===== config.mk =====
export PLATFORM = sky130hd
export DESIGN_NAME = key_schedule_ctrl
export DESIGN_NICKNAME = d
export VERILOG_FILES = /design/src/rtl/key_schedule_ctrl.sv
export SDC_FILE = /design/constraint.sdc
export NUM_CORES = 1
export LEC_CHECK = 0
export BUFFER_PORTS_ARGS = -buffer_cell sky130_fd_sc_hd__buf_2
export CAP_MARGIN = 20
export CORE_MARGIN = 5
export CORE_UTILIZATION = 47
export DETAILED_ROUTE_END_ITERATION = 10
export GPL_TIMING_DRIVEN = 0
export PLACE_DENSITY = 0.82
export SKIP_LAST_GASP = 1
export SYNTH_ARGS = -nofsm -noshare
export SYNTH_HDL_FRONTEND = slang
export SYNTH_SLANG_ARGS = --single-unit

===== constraint.sdc =====
create_clock -name clk -period 4.04 [get_ports clk]
set_input_delay 0.808 -clock clk [delete_from_list [all_inputs] [get_ports clk]]
set_output_delay 0.808 -clock clk [all_outputs]
set_load 0.01 [all_outputs]

===== src/rtl/key_schedule_ctrl.sv =====
// key_schedule_ctrl: sequencer around a DES-style key schedule round.
// The sequencer steps a 56-bit C/D state through 16 rounds and hands the
// 48-bit round keys to a valid/ready consumer.
//
// Ports:
//   clk      - single clock, rising edge
//   rst_n    - synchronous active-low reset (clears state and idx only)
//   req/ack  - start handshake; ack = req & idle, x and dec captured on ack
//   x        - 56-bit initial key state (post-PC1)
//   dec      - 1 = emit round keys 15..0, 0 = emit 0..15
//   k, k_idx, k_last, k_valid / k_ready - round key stream
//   busy     - high whenever a schedule is in progress
//
// Build option: define KEY_SCHEDULE_CTRL_DECRYPT_EN to add the 16x48 key
// buffer and the FILL/DRAIN reverse-order path. Without it dec is ignored
// and every request runs forward.
//
// States:
//   IDLE  | waiting for req; ack is combinational
//   GEN   | one round per transfer, key straight from the round logic
//   FILL  | reverse mode: 16 cycles computing keys into the buffer
//   DRAIN | reverse mode: buffered keys sent from idx 15 down to 0

// One key schedule round: rotate both 28-bit halves left (by one on rounds
// 0, 1, 8 and 15, by two otherwise) and select 48 bits through PC2.
module key_schedule (
  input  logic [55:0] x,
  input  logic [3:0]  i,
  output logic [55:0] r,
  output logic [47:0] k
);
  logic        one;
  logic [27:0] c;
  logic [27:0] d;

  always_comb begin
    one = (i == 4'd0) || (i == 4'd1) || (i == 4'd8) || (i == 4'd15);
    c   = one ? {x[54:28], x[55]} : {x[53:28], x[55:54]};
    d   = one ? {x[26:0], x[27]}  : {x[25:0], x[27:26]};
    r   = {c, d};
  end

  // PC2, bit n of the table (1 = MSB of r) maps to r[56-n]
  assign k = {r[42], r[39], r[45], r[32], r[55], r[51],
              r[53], r[28], r[41], r[50], r[35], r[46],
              r[33], r[37], r[44], r[52], r[30], r[48],
              r[40], r[49], r[29], r[36], r[43], r[54],
              r[15], r[4],  r[25], r[19], r[9],  r[1],
              r[26], r[16], r[5],  r[11], r[23], r[8],
              r[12], r[7],  r[17], r[0],  r[22], r[3],
              r[10], r[14], r[6],  r[20], r[27], r[24]};
endmodule

module key_schedule_ctrl (
  input  logic        clk,
  input  logic        rst_n,
  input  logic        req,
  output logic        ack,
  input  logic [55:0] x,
  input  logic        dec,
  output logic [47:0] k,
  output logic [3:0]  k_idx,
  output logic        k_last,
  output logic        k_valid,
  input  logic        k_ready,
  output logic        busy
);
  typedef enum logic [1:0] {
    IDLE  = 2'd0,
    GEN   = 2'd1
`ifdef KEY_SCHEDULE_CTRL_DECRYPT_EN
    ,
    FILL  = 2'd2,
    DRAIN = 2'd3
`endif
  } state_t;

  state_t      state;
  state_t      state_nxt;
  logic [55:0] s;
  logic [55:0] s_d;
  logic        s_we;
  logic [3:0]  idx;
  logic [3:0]  idx_nxt;
  logic [55:0] ks_r;
  logic [47:0] ks_k;

  key_schedule u_ks (
    .x (s),
    .i (idx),
    .r (ks_r),
    .k (ks_k)
  );

`ifdef KEY_SCHEDULE_CTRL_DECRYPT_EN
  logic [47:0] key_buf [16];
  logic        buf_we;

  always_ff @(posedge clk) begin
    if (buf_we) key_buf[idx] <= ks_k;
  end
`else
  logic unused_dec;
  assign unused_dec = dec;
`endif

  always_ff @(posedge clk) begin
    if (!rst_n) begin
      state <= IDLE;
      idx   <= 4'd0;
    end else begin
      state <= state_nxt;
      idx   <= idx_nxt;
    end
  end

  // s is intentionally left out of reset; it is always reloaded on ack
  always_ff @(posedge clk) begin
    if (s_we) s <= s_d;
  end

  always_comb begin
    state_nxt = state;
    idx_nxt   = idx;
    s_we      = 1'b0;
    s_d       = ks_r;
`ifdef KEY_SCHEDULE_CTRL_DECRYPT_EN
    buf_we    = 1'b0;
`endif
    ack       = req && (state == IDLE);
    busy      = (state != IDLE);
    k_valid   = 1'b0;
    k_last    = 1'b0;
    k         = ks_k;
    k_idx     = idx;
    case (state)
      IDLE: begin
        if (ack) begin
          s_we      = 1'b1;
          s_d       = x;
          idx_nxt   = 4'd0;
          state_nxt = GEN;
`ifdef KEY_SCHEDULE_CTRL_DECRYPT_EN
          if (dec) state_nxt = FILL;
`endif
        end
      end
      GEN: begin
        k_valid = 1'b1;
        k_last  = (idx == 4'd15);
        if (k_ready) begin
          s_we = 1'b1;
          if (k_last) begin
            state_nxt = IDLE;
            idx_nxt   = 4'd0;
          end else begin
            idx_nxt = idx + 4'd1;
          end
        end
      end
`ifdef KEY_SCHEDULE_CTRL_DECRYPT_EN
      FILL: begin
        buf_we = 1'b1;
        s_we   = 1'b1;
        if (idx == 4'd15) begin
          state_nxt = DRAIN;
          idx_nxt   = 4'd15;
        end else begin
          idx_nxt = idx + 4'd1;
        end
      end
      DRAIN: begin
        k_valid = 1'b1;
        k       = key_buf[idx];
        k_last  = (idx == 4'd0);
        if (k_ready) begin
          if (k_last) begin
            state_nxt = IDLE;
            idx_nxt   = 4'd0;
          end else begin
            idx_nxt = idx - 4'd1;
          end
        end
      end
`endif
      default: state_nxt = IDLE;
    endcase
  end
endmodule


# [Word-level counts from Yosys, hierarchy flattened]
# Cells that the tools add are included.
[totals] reg_bits=62 elab_cells=38 mem_bits_rw=0 output_inout_bits=56 in_bits=61 latch_bits=0 memories=0 mem_bits_ro=0
[op_classes] n_mux=17 shift=0 n_bitwise=0 addsub=1 order_cmp=0 div=0 n_eq_ne=7 multipliers=0 n_reduce_logical=10
[op_table] operator="$mux 56" count=2
[op_table] operator="$mux 28" count=2
[op_table] operator="$mux 4" count=3
[op_table] operator="$eq 4x4->1 const B" count=2
[op_table] operator="$pmux 4 s2" count=1
[op_table] operator="$mux 2" count=3
[op_table] operator="$ne 2x2->1 const B" count=3
[op_table] operator="$reduce_and 3->1" count=2
[op_table] operator="$add 4x1->4 const B" count=1
[op_table] operator="$eq 4x1->1 const B" count=1
[op_table] operator="$logic_not 4->1" count=1
[op_table] operator="$mux 1" count=4
[op_table] operator="$pmux 2 s2" count=1
[op_table] operator="$reduce_bool 2->1" count=2
[op_table] operator="$logic_or 1x1->1" count=3
[op_table] operator="$eq 2x1->1 const B" count=1
[op_table] operator="$logic_not 2->1" count=1
[op_table] operator="$pmux 1 s2" count=1
[op_table] operator="$logic_and 1x1->1" count=1

# [Logic depth before layout (Yosys ltp)]
# Gate-level depths: netlist of the first run.
[logic_depth] depth_word=7 ltp_mapped=8

# [Modules after synthesis]
# Synthesis of the first run repeated with hierarchy kept, for this count alone.
[hier_totals] hier_cells=596 hier_area_um2=5038.6
[by_module_without_submodules] mod="key_schedule_ctrl" area_each_um2=2665.1 n_inst=1 cells_per_inst=272 seq_area_each_um2=1781.7
[by_module_without_submodules] mod="key_schedule" area_each_um2=2373.5 n_inst=1 cells_per_inst=324 seq_area_each_um2=0.0

# [Worst setup path after synthesis of the first run]
# Ideal clock, no wire load.
[synth_timing] path_type="input port to flip-flop" startpoint="in req" endpoint="reg s[0], enable pin" slack_ps=1097 stages=5 t_arrival_ps=2528 setup_ps=415 required_ps=3625 cell_sequence="nand2b_1 buf_4 buf_4 buf_2 nand2_1"
[synth_via] elab_chain_cells=3
[synth_rtl] item="start, declared" line="57" source="input logic req,"
[synth_rtl] item="$logic_and 1x1->1" line="130" source="ack = req && (state == IDLE);"
[synth_rtl] item="$mux 1" line="138" source="if (ack) begin"
[synth_rtl] item="$pmux 1 s2" line="136" source="case (state)"
[synth_rtl] item="named net s_we" line="82" source="logic s_we;"
[synth_rtl] item="end signal, assigned" line="119" source="if (s_we) s <= s_d;"
[synth_rtl] item="end, declared" line="80" source="logic [55:0] s;"
# The timed path passes the listed nets, and every way through them passes these cells.
# A chain may end at the register's enable or synchronous reset.

# [Final worst setup path of the first run]
[layout_timing] startpoint="reg idx[0], in the netlist k_idx[0]" endpoint="out k[40]"
[layout_via] elab_chain_cells=5
[layout_rtl] item="start, declared" line="83" source="logic [3:0] idx;"
[layout_rtl] item="start signal, assigned" line="113" source="idx <= idx_nxt;"
[layout_rtl] item="$eq 4x1->1 / $logic_not 4->1 (equally long branches)" line="37" source="one = (i == 4'd0) || (i == 4'd1) || (i == 4'd8) || (i == 4'd15);"
[layout_rtl] item="$logic_or 1x1->1 (2 in series)" line="37"
[layout_rtl] item="$logic_or 1x1->1 *" line="37"
[layout_rtl] item="$mux 28 *" line="38" source="c = one ? {x[54:28], x[55]} : {x[53:28], x[55:54]};"
[layout_rtl] item="end, declared" line="61" source="output logic [47:0] k,"
# Mark *: on every way between the ends. The rest lies on a longest branch, timed or not.

==> metrics.txt, run 1 <==
asr flop ratio synth=0%; CTS Root Cell=clkbuf_8; unrepaired setup endpoints after global routing=no; Total GRT Usage=22.4%; clk_lat worst skew=0.33 ns; cell taking the most area after synthesis=edfxtp_1; CP Cell Sequence=ha_1 > nand2b_4 > a21oi_4 > buf_6 > buf_4 > buf_2 > o21bai_1 > buf_2; crit path buf inv count=4; largest cells by area after synthesis=edfxtp_1, o22a_1, o21a_1, o21bai_1, o21ai_0; Slowest-stage cell, CP=dfxtp_1; CP peak stage delay=0.46 ns; Num CTS Buffers=9; DIE HEIGHT=103 um; drt drc=0; total grt overflow=0; post-synthesis sequential area ratio=44.0%; startpoint types=register; FP Rows=33; crit path DAT=2.30 ns; DR vias/cell=5.96; placed cell areas=4780 sq um; total power draw=1.90 mW; Yosys reg bits=61; Worst VDD drop=245 uV; synthesis-to-layout area growth=23.0%; Tcrit/Tclk final=76.8%; Worst-path clk slew=0.07 ns; nature of the critical path endpoint=output port; crit path kind=reg2out; Worst Hold Class=reg2reg; Top Ports=117; clk sinks=61; die width=103 um; final setup fails=0; post_cts resized=0; Post-DP HPWL=8460 um; fin. max-slew vios=0; Util after Layout=60.0%; Max FO, Critical Path=10; pwr dens=382 nW/um^2; number of flops mapped to enable cells by yosys=56; final setup TNS=0 ns; Core Area=8300 sq um; GP Congestion=0.828; first-pass GRT wire length=18400 um; fin crit period=3.10 ns; delay-heaviest family, CP=buffers and inverters; largest net degree at the start of global routing=37; Non-Filler Cell Area, Final=4980 sq um; fmax=322 MHz; Cell Area, Synth=4050 sq um; non-filler cells, final=649; Port Buffer Count=115; dpl cells=633; Pre-Repair DR Iteration Count=5; post-route clock skew=0.00800 ns; die area=10600 sq um; Slew Limit Headroom=58.6%; Initial DRC Count=257; Ys Warns=0; Fin Hold WS=0.567 ns; syn nets=476; Hold Buf Count CTS=0; vias=3870; share of cells above drive strength 1=30.1%; Routed wire per std cell=18.4 um; ant diodes=0; vias in the first global route=3694; H-tree depth reported by CTS=3; most frequent CP cell=buf_2; static leakage=2.10 nW; worst slack, placed=1.30 ns; CTS Buffer Depth=2; DRT Wirelength=12000 um; Top FF cell, synth=edfxtp_1; post-synth cell types=30; Avg Inst Size Synth=9.82 sq um; Synth top area share=41.6%; Worst Tran Pin Value=0.621 ns; CTS tree=built; initial antenna violation count=0; nets@finish=603; number of max-cap violations=0; Post-CTS Setup Inserts=0; WP data required=3.23 ns; final hold vios=0; final worst setup slack=0.935 ns; Initial Util=48.8%; run status=finished, final reports clean; synthesized netlist cell count=412; Antenna Violating Nets Remaining=0
-- synthesized netlist by cell type (2+ instances only) --
library cell	n
nand3_1	2
a21oi_1	3
buf_4	9
ha_1	3
dfxtp_1	5
o22a_1	56
o21ai_0	54
inv_1	4
nor3_1	2
buf_2	13
o21bai_1	48
edfxtp_1	56
nand2_1	60
o21ai_1	3
buf_6	7
nor2b_1	3
clkbuf_1	16
o21a_1	56
-- state kept, by name, indices dropped and copies added (netlist names) --
register,count
s,56
k_idx,4
state,1
-- report_power, final --
group          switching (mW)  internal (mW)
Combinational           0.282          0.248
Clock                   0.242          0.313
Sequential             0.0352          0.783
-- layer usage --
metal | track usage, % | vias to the layer above | share of wire [%]
li1 | - | 1819 | -
met1 | 30.6 | 1839 | 43
met2 | 35.7 | 197 | 47
met3 | 4.87 | 15 | 8.8
met4 | 6.87 | 0 | 1.5
met5 | 0 | - | 0
-- cell usage in the layout, fill, tap and decap left out, types with 2 or more instances in the layout --
cell / count
a21oi_1: 3
buf_2: 128
buf_4: 9
buf_6: 7
clkbuf_1: 16
clkbuf_8: 11
clkinv_2: 3
dfxtp_1: 5
edfxtp_1: 56
ha_1: 3
inv_1: 4
nand2_1: 59
nand3_1: 2
nor2b_1: 3
nor3_1: 2
o21a_1: 56
o21ai_0: 54
o21ai_1: 3
o21bai_1: 48
o22a_1: 56
-- cell families after synthesis --
kind of cell	after synthesis	synth area share, %
XOR/XNOR	1	0.216
buffers and inverters	49	7.08
adder cells (fa/ha/maj)	3	0.928
AO/OA/AOI/OAI	225	40.0
flip-flops	61	44.0
AND/OR/NAND/NOR	73	7.70
-- worst reg2reg max path, delay by kind of cell (launching register included) --
| kind | cells | cell delay, ns |
|---|---|---|
| buffers and inverters | 5 | 1.01 |
| AND/OR/NAND/NOR | 2 | 0.56 |
| flip-flops | 1 | 0.32 |
-- area by class of cell --
class                      instances  area (sq um)
clock buffer                      11           151
buffer                            45           272
clock inverter                     5          48.8
inverter                           4          15.0
multi-input combinational        302          1980
timing repair buffer             116           596
sequential                        61          1780
tap                              105           131
fill                             742          3320
-- worst paths after layout --
check                                           start  cells after the start  slack [ns]               endpoint
worst max-delay path            k_idx[0]$_SDFFE_PN0P_                      8        0.94                  k[40]
worst min-delay path            k_idx[3]$_SDFFE_PN0P_                      2        0.57  k_idx[3]$_SDFFE_PN0P_
worst max register to register  state[0]$_SDFFE_PN0P_                      7        1.82        s[32]$_DFFE_PP_
worst min register to register  k_idx[3]$_SDFFE_PN0P_                      2        0.57  k_idx[3]$_SDFFE_PN0P_
Power figures use the tool's default switching activity.
==> inputs of run 2 (changes only) <==
Clock period 4.04 ns to 2.95 ns, I/O delays scaled along.
==> metrics.txt, run 2 (synthesized netlist as in run 1, its figures left out) <==
Slew Limit Headroom=58.1% (was 58.6%); fin. max-slew vios=0 (unchanged); Worst Hold Class=in2reg (was reg2reg); internal power=1.84 mW (was 1.34 mW); placed cell areas=4780 sq um (unchanged); Seq pwr share=42.9% (was 43.0%); Non-Filler Cell Area, Final=5010 sq um (was 4980 sq um); most frequent CP cell=buf_2 (unchanged); Worst-path clk slew=0.07 ns (about the same); Pre-Repair DR Iteration Count=4 (was 5); CTS tree=built (unchanged); Max FO, Critical Path=10 (unchanged); dpl cells=633 (unchanged); synthesis-to-layout area growth=23.7% (was 23.0%); non-filler cells, final=653 (was 649); final setup TNS=0 ns (unchanged); vias in the first global route=3694 (unchanged); startpoint types=register (unchanged); post-route clock skew=0.00582 ns (was 0.00800 ns); total power draw=2.61 mW (was 1.90 mW); CP peak stage delay=0.33 ns (was 0.46 ns); Post-DP HPWL=8460 um (unchanged); Core Area=8300 sq um (unchanged); Sw Ratio=29.3% (was 29.4%); DRT Wirelength=12000 um (about the same); Fin Hold WS=0.533 ns (was 0.567 ns); ant diodes=0 (unchanged); unrepaired setup endpoints after global routing=no (unchanged); clk sinks=61 (unchanged); total grt overflow=0 (unchanged); run status=finished, final reports clean (unchanged); WP data required=2.36 ns (was 3.23 ns); Num CTS Buffers=9 (unchanged); fin crit period=2.76 ns; Port Buffer Count=115 (unchanged); final worst setup slack=0.191 ns (was 0.935 ns); nature of the critical path endpoint=output port (unchanged); pwr dens=521 nW/um^2 (was 382 nW/um^2); Slowest-stage cell, CP=dfxtp_1 (unchanged); static leakage=2.12 nW (was 2.10 nW); NetSw=0.766 mW (was 0.559 mW); Antenna Violating Nets Remaining=0 (unchanged); CTS Buffer Depth=2 (unchanged); drt drc=0 (unchanged); Total GRT Usage=22.4% (unchanged); Initial DRC Count=235 (was 257); DR vias/cell=5.94 (was 5.96); share of cells above drive strength 1=30.8% (was 30.1%); vias=3878 (was 3870); final setup fails=0 (unchanged); FP Rows=33 (unchanged); most common cell after layout, fill and taps aside=buf_2 (unchanged); DIE HEIGHT=103 um (unchanged); Initial Util=48.8% (unchanged); first-pass GRT wire length=18400 um (unchanged); die area=10600 sq um (unchanged); Clk pwr share=29.1% (was 29.2%); Top Ports=117 (unchanged); Util after Layout=60.3% (was 60.0%); clk_lat worst skew=0.33 ns (about the same); fillers=740 (was 742); Reg with most FFs=s (unchanged); die width=103 um (unchanged); Worst Tran Pin Value=0.629 ns (was 0.621 ns); initial antenna violation count=0 (unchanged); Logic pwr share=28.0% (was 27.9%); final hold vios=0 (unchanged); commonest non-fill, non-tap cells in the layout=buf_2, nand2_1, o21a_1, o22a_1, edfxtp_1 (unchanged); crit path DAT=2.17 ns (was 2.30 ns); number of max-cap violations=0 (unchanged); Routed wire per std cell=18.4 um (about the same); CTS Root Cell=clkbuf_8 (unchanged); GP Congestion=0.828 (unchanged); largest net degree at the start of global routing=37 (unchanged); H-tree depth reported by CTS=3 (unchanged); fmax=362 MHz; CP Cell Sequence=inv_1 > ha_1 > nand2b_4 > a21oi_4 > buf_6 > buf_4 > buf_2 > o21bai_1 > buf_2 (was ha_1 > nand2b_4 > a21oi_4 > buf_6 > buf_4 > buf_2 > o21bai_1 > buf_2); Tcrit/Tclk final=93.5%; Largest register FFs=56 (unchanged); Worst VDD drop=336 uV (was 245 uV); worst slack, placed=0.432 ns (was 1.30 ns); crit path kind=reg2out (unchanged); nets@finish=607 (was 603)
-- run 2: cell count changes in the layout (fill, tap and decap cells not counted), sizes merged --
cell,previous run,this run
buf,145,149
-- run 2: routing by layer --
| layer | track usage [%] | up-vias | wire (um) |
|---|---|---|---|
| met5 | 0 | - | 0 |
| met2 | 35.7 | 195 | 5630 |
| met1 | 30.6 | 1842 | 5110 |
| met4 | 6.87 | 0 | 189 |
| li1 | - | 1824 | - |
| met3 | 4.87 | 17 | 1070 |
-- run 2: worst paths after layout --
kind / from / endpoint / slack, ns / cells past startpoint
min reg2reg: k_idx[3]$_SDFFE_PN0P_ / k_idx[3]$_SDFFE_PN0P_ / 0.57 / 2
max reg2reg: state[0]$_SDFFE_PN0P_ / s[15]$_DFFE_PP_ / 0.73 / 7
min: rst_n / k_idx[2]$_SDFFE_PN0P_ / 0.53 / 2
max: k_idx[1]$_SDFFE_PN0P_ / k[40] / 0.19 / 9
-- run 2: repair_timing --
item	in CTS	in global routing
resized for setup	0	1
hold buffers	0	0
setup buffers	0	4
setup endpoints to repair	0	40
-- run 2: cell type report --
class	instances	area [sq um]	area share, %
plain buffers	45	272	5.42
clock buffers	11	151	3.02
clock inverters	5	48.8	0.975
inverters	4	15.0	0.300
multi-input cells	302	1980	39.6
flip-flops and latches	61	1780	35.6
well taps	105	131	2.62
repair buffers	120	626	12.5
-- run 2: power by group through the flow --
stage	registers (mW)	logic (mW)	clock network (mW)
2_1_floorplan	1.13	0.473	0
3_3_place_gp	1.14	0.693	0
3_5_place_dp	1.14	0.719	0
4_1_cts	1.12	0.724	0.776
5_1_grt	1.13	0.797	0.817
6_report	1.12	0.731	0.759
-- run 2: critical path, delay by kind of cell, from the launching register on --
family	cells	cell delay (ns)
buf+inv	5	0.88
flops	1	0.33
compound gates	2	0.33
fa+ha+maj	1	0.21
simple gates	1	0.07
==> inputs of run 3 (changes only) <==
Settings changed: CORE_ASPECT_RATIO set to 1.4, PLACE_DENSITY 0.82 to 0.85.
Clock period 2.95 ns to 2.47 ns, I/O delays scaled along.
==> metrics.txt, run 3 (synthesized netlist as in run 1, its figures left out) <==
DRT Wirelength=12400 um (was 12000 um); Port Buffer Count=115 (unchanged); crit path kind=reg2out (unchanged); Worst Hold Class=in2reg (unchanged); DIE HEIGHT=120 um (was 103 um); Largest register FFs=56 (unchanged); final hold vios=0 (unchanged); crit path DAT=1.93 ns (was 2.17 ns); DR vias/cell=5.97 (was 5.94); worst slack, placed=0.00606 ns (was 0.432 ns); Slowest-stage cell, CP=dfxtp_2 (was dfxtp_1); nets@finish=611 (was 607); startpoint types=register (unchanged); commonest non-fill, non-tap cells in the layout=buf_2, nand2_1, o21a_1, o22a_1, edfxtp_1 (unchanged); drt drc=0 (unchanged); fillers=708 (was 740); Tcrit/Tclk final=98.0%; dpl cells=633 (unchanged); Post-DP HPWL=8690 um (was 8460 um); CP peak stage delay=0.35 ns (was 0.33 ns); Core Area=8510 sq um (was 8300 sq um); final setup fails=0 (unchanged); Total GRT Usage=23.4% (was 22.4%); Slew Limit Headroom=54.5% (was 58.1%); Routed wire per std cell=18.9 um (was 18.4 um); Top Ports=117 (unchanged); static leakage=2.22 nW (was 2.12 nW); vias=3925 (was 3878); initial antenna violation count=0 (unchanged); CP Cell Sequence=inv_4 > ha_4 > nand2b_4 > a21oi_4 > buf_8 > buf_8 > o21a_1 > o21bai_1 > buf_2 (was inv_1 > ha_1 > nand2b_4 > a21oi_4 > buf_6 > buf_4 > buf_2 > o21bai_1 > buf_2); Fin Hold WS=0.446 ns (was 0.533 ns); Pre-Repair DR Iteration Count=7 (was 4); first-pass GRT wire length=19400 um (was 18400 um); Antenna Violating Nets Remaining=0 (unchanged); most common cell after layout, fill and taps aside=buf_2 (unchanged); GP Congestion=0.853 (was 0.828); fmax=413 MHz; CTS Root Cell=clkbuf_16 (was clkbuf_8); Hold Buf Count CTS=0 (unchanged); number of max-cap violations=0 (unchanged); pwr dens=646 nW/um^2 (was 521 nW/um^2); Initial DRC Count=263 (was 235); fin. max-slew vios=0 (unchanged); vias in the first global route=4038 (was 3694); largest net degree at the start of global routing=32 (was 37); Reg with most FFs=s (unchanged); nature of the critical path endpoint=output port (unchanged); synthesis-to-layout area growth=30.1% (was 23.7%); die area=10600 sq um (about the same); Worst VDD drop=365 uV (was 336 uV); WP data required=1.98 ns (was 2.36 ns); CTS tree=built (unchanged); H-tree depth reported by CTS=3 (unchanged); post-route clock skew=0.00526 ns (was 0.00582 ns); die width=88.4 um (was 103 um); total grt overflow=0 (unchanged); FP Rows=40 (was 33); fin crit period=2.42 ns; share of cells above drive strength 1=33.0% (was 30.8%); final worst setup slack=0.0485 ns (was 0.191 ns); total power draw=3.40 mW (was 2.61 mW); most frequent CP cell=buf_8 (was buf_2); Num CTS Buffers=9 (unchanged); CTS Buffer Depth=2 (unchanged); run status=finished, final reports clean (unchanged); unrepaired setup endpoints after global routing=yes (was no); clk sinks=61 (unchanged); Max FO, Critical Path=10 (unchanged); Register Area=1790 sq um (was 1780 sq um); Worst Tran Pin Value=0.681 ns (was 0.629 ns); area of the multi-input gates=2040 sq um (was 1980 sq um); Initial Util=47.6% (was 48.8%); ant diodes=0 (unchanged); non-filler cells, final=657 (was 653); Worst-path clk slew=0.05 ns (was 0.07 ns); clk_lat worst skew=0.32 ns (was 0.33 ns)
## run 3: path summary, 6_finish.rpt
| check | slack, ns | from | cells past startpoint | to |
|---|---|---|---|---|
| hold reg to reg | 0.63 | k_idx[3]$_SDFFE_PN0P_ | 2 | k_idx[3]$_SDFFE_PN0P_ |
| setup / recovery | 0.05 | k_idx[1]$_SDFFE_PN0P_ | 9 | k[17] |
| hold / removal | 0.45 | rst_n | 2 | k_idx[2]$_SDFFE_PN0P_ |
| setup reg to reg | 0.16 | state[0]$_SDFFE_PN0P_ | 7 | s[23]$_DFFE_PP_ |
## run 3: critical path, delay by kind of cell, from the launching register on
kind	cells	cell delay, ns
buffers and inverters	4	0.57
AO/OA/AOI/OAI	3	0.49
flip-flops	1	0.35
adder cells (fa/ha/maj)	1	0.14
AND/OR/NAND/NOR	1	0.05
## run 3: report_power, final
group	leakage, nW	internal [mW]	switching (mW)
logic	1.51	0.438	0.471
registers	0.578	1.28	0.0590
clock network	0.134	0.729	0.423
total	2.22	2.45	0.954
## run 3: stage by stage
| stage | TNS, ns | util, % | area, sq um |
|---|---|---|---|
| floorplan | 0 | - | 4050 |
| global placement | -10.39 | 55.9 | 4760 |
| detailed placement | 0 | 56.1 | 4780 |
| CTS | -0.00764 | 60.7 | 5160 |
| global route | -0.403 | 61.9 | 5270 |
| finish | 0 | 61.9 | 5270 |
## run 3: final cells by class
type	count	share of cell area [%]
timing repair buffer	126	12.9
multi-input combinational	302	38.7
sequential	61	33.9
tap	105	2.50
clock inverter	2	0.166
inverter	4	0.333
buffer	43	6.51
clock buffer	14	5.01
## run 3: timing repair
item / CTS / global route
pin swaps: 1 / 3
endpoints found under the hold margin: 0 / 0
setup endpoints to repair: 49 / 47
cloned: 0 / 0
gates resized for setup: 20 / 22
buffers inserted: 8 / 2
## run 3: per-layer routing
metal  routed length (um)  track usage (%)  part of all wire [%]  vias up
met4                  342             10.4                   2.8        0
met2                 6450             40.1                    52      180
met5                    0                0                     0        -
met1                 4830             28.4                    39     1886
met3                  784             3.78                   6.3       29
li1                     -                -                     -     1830
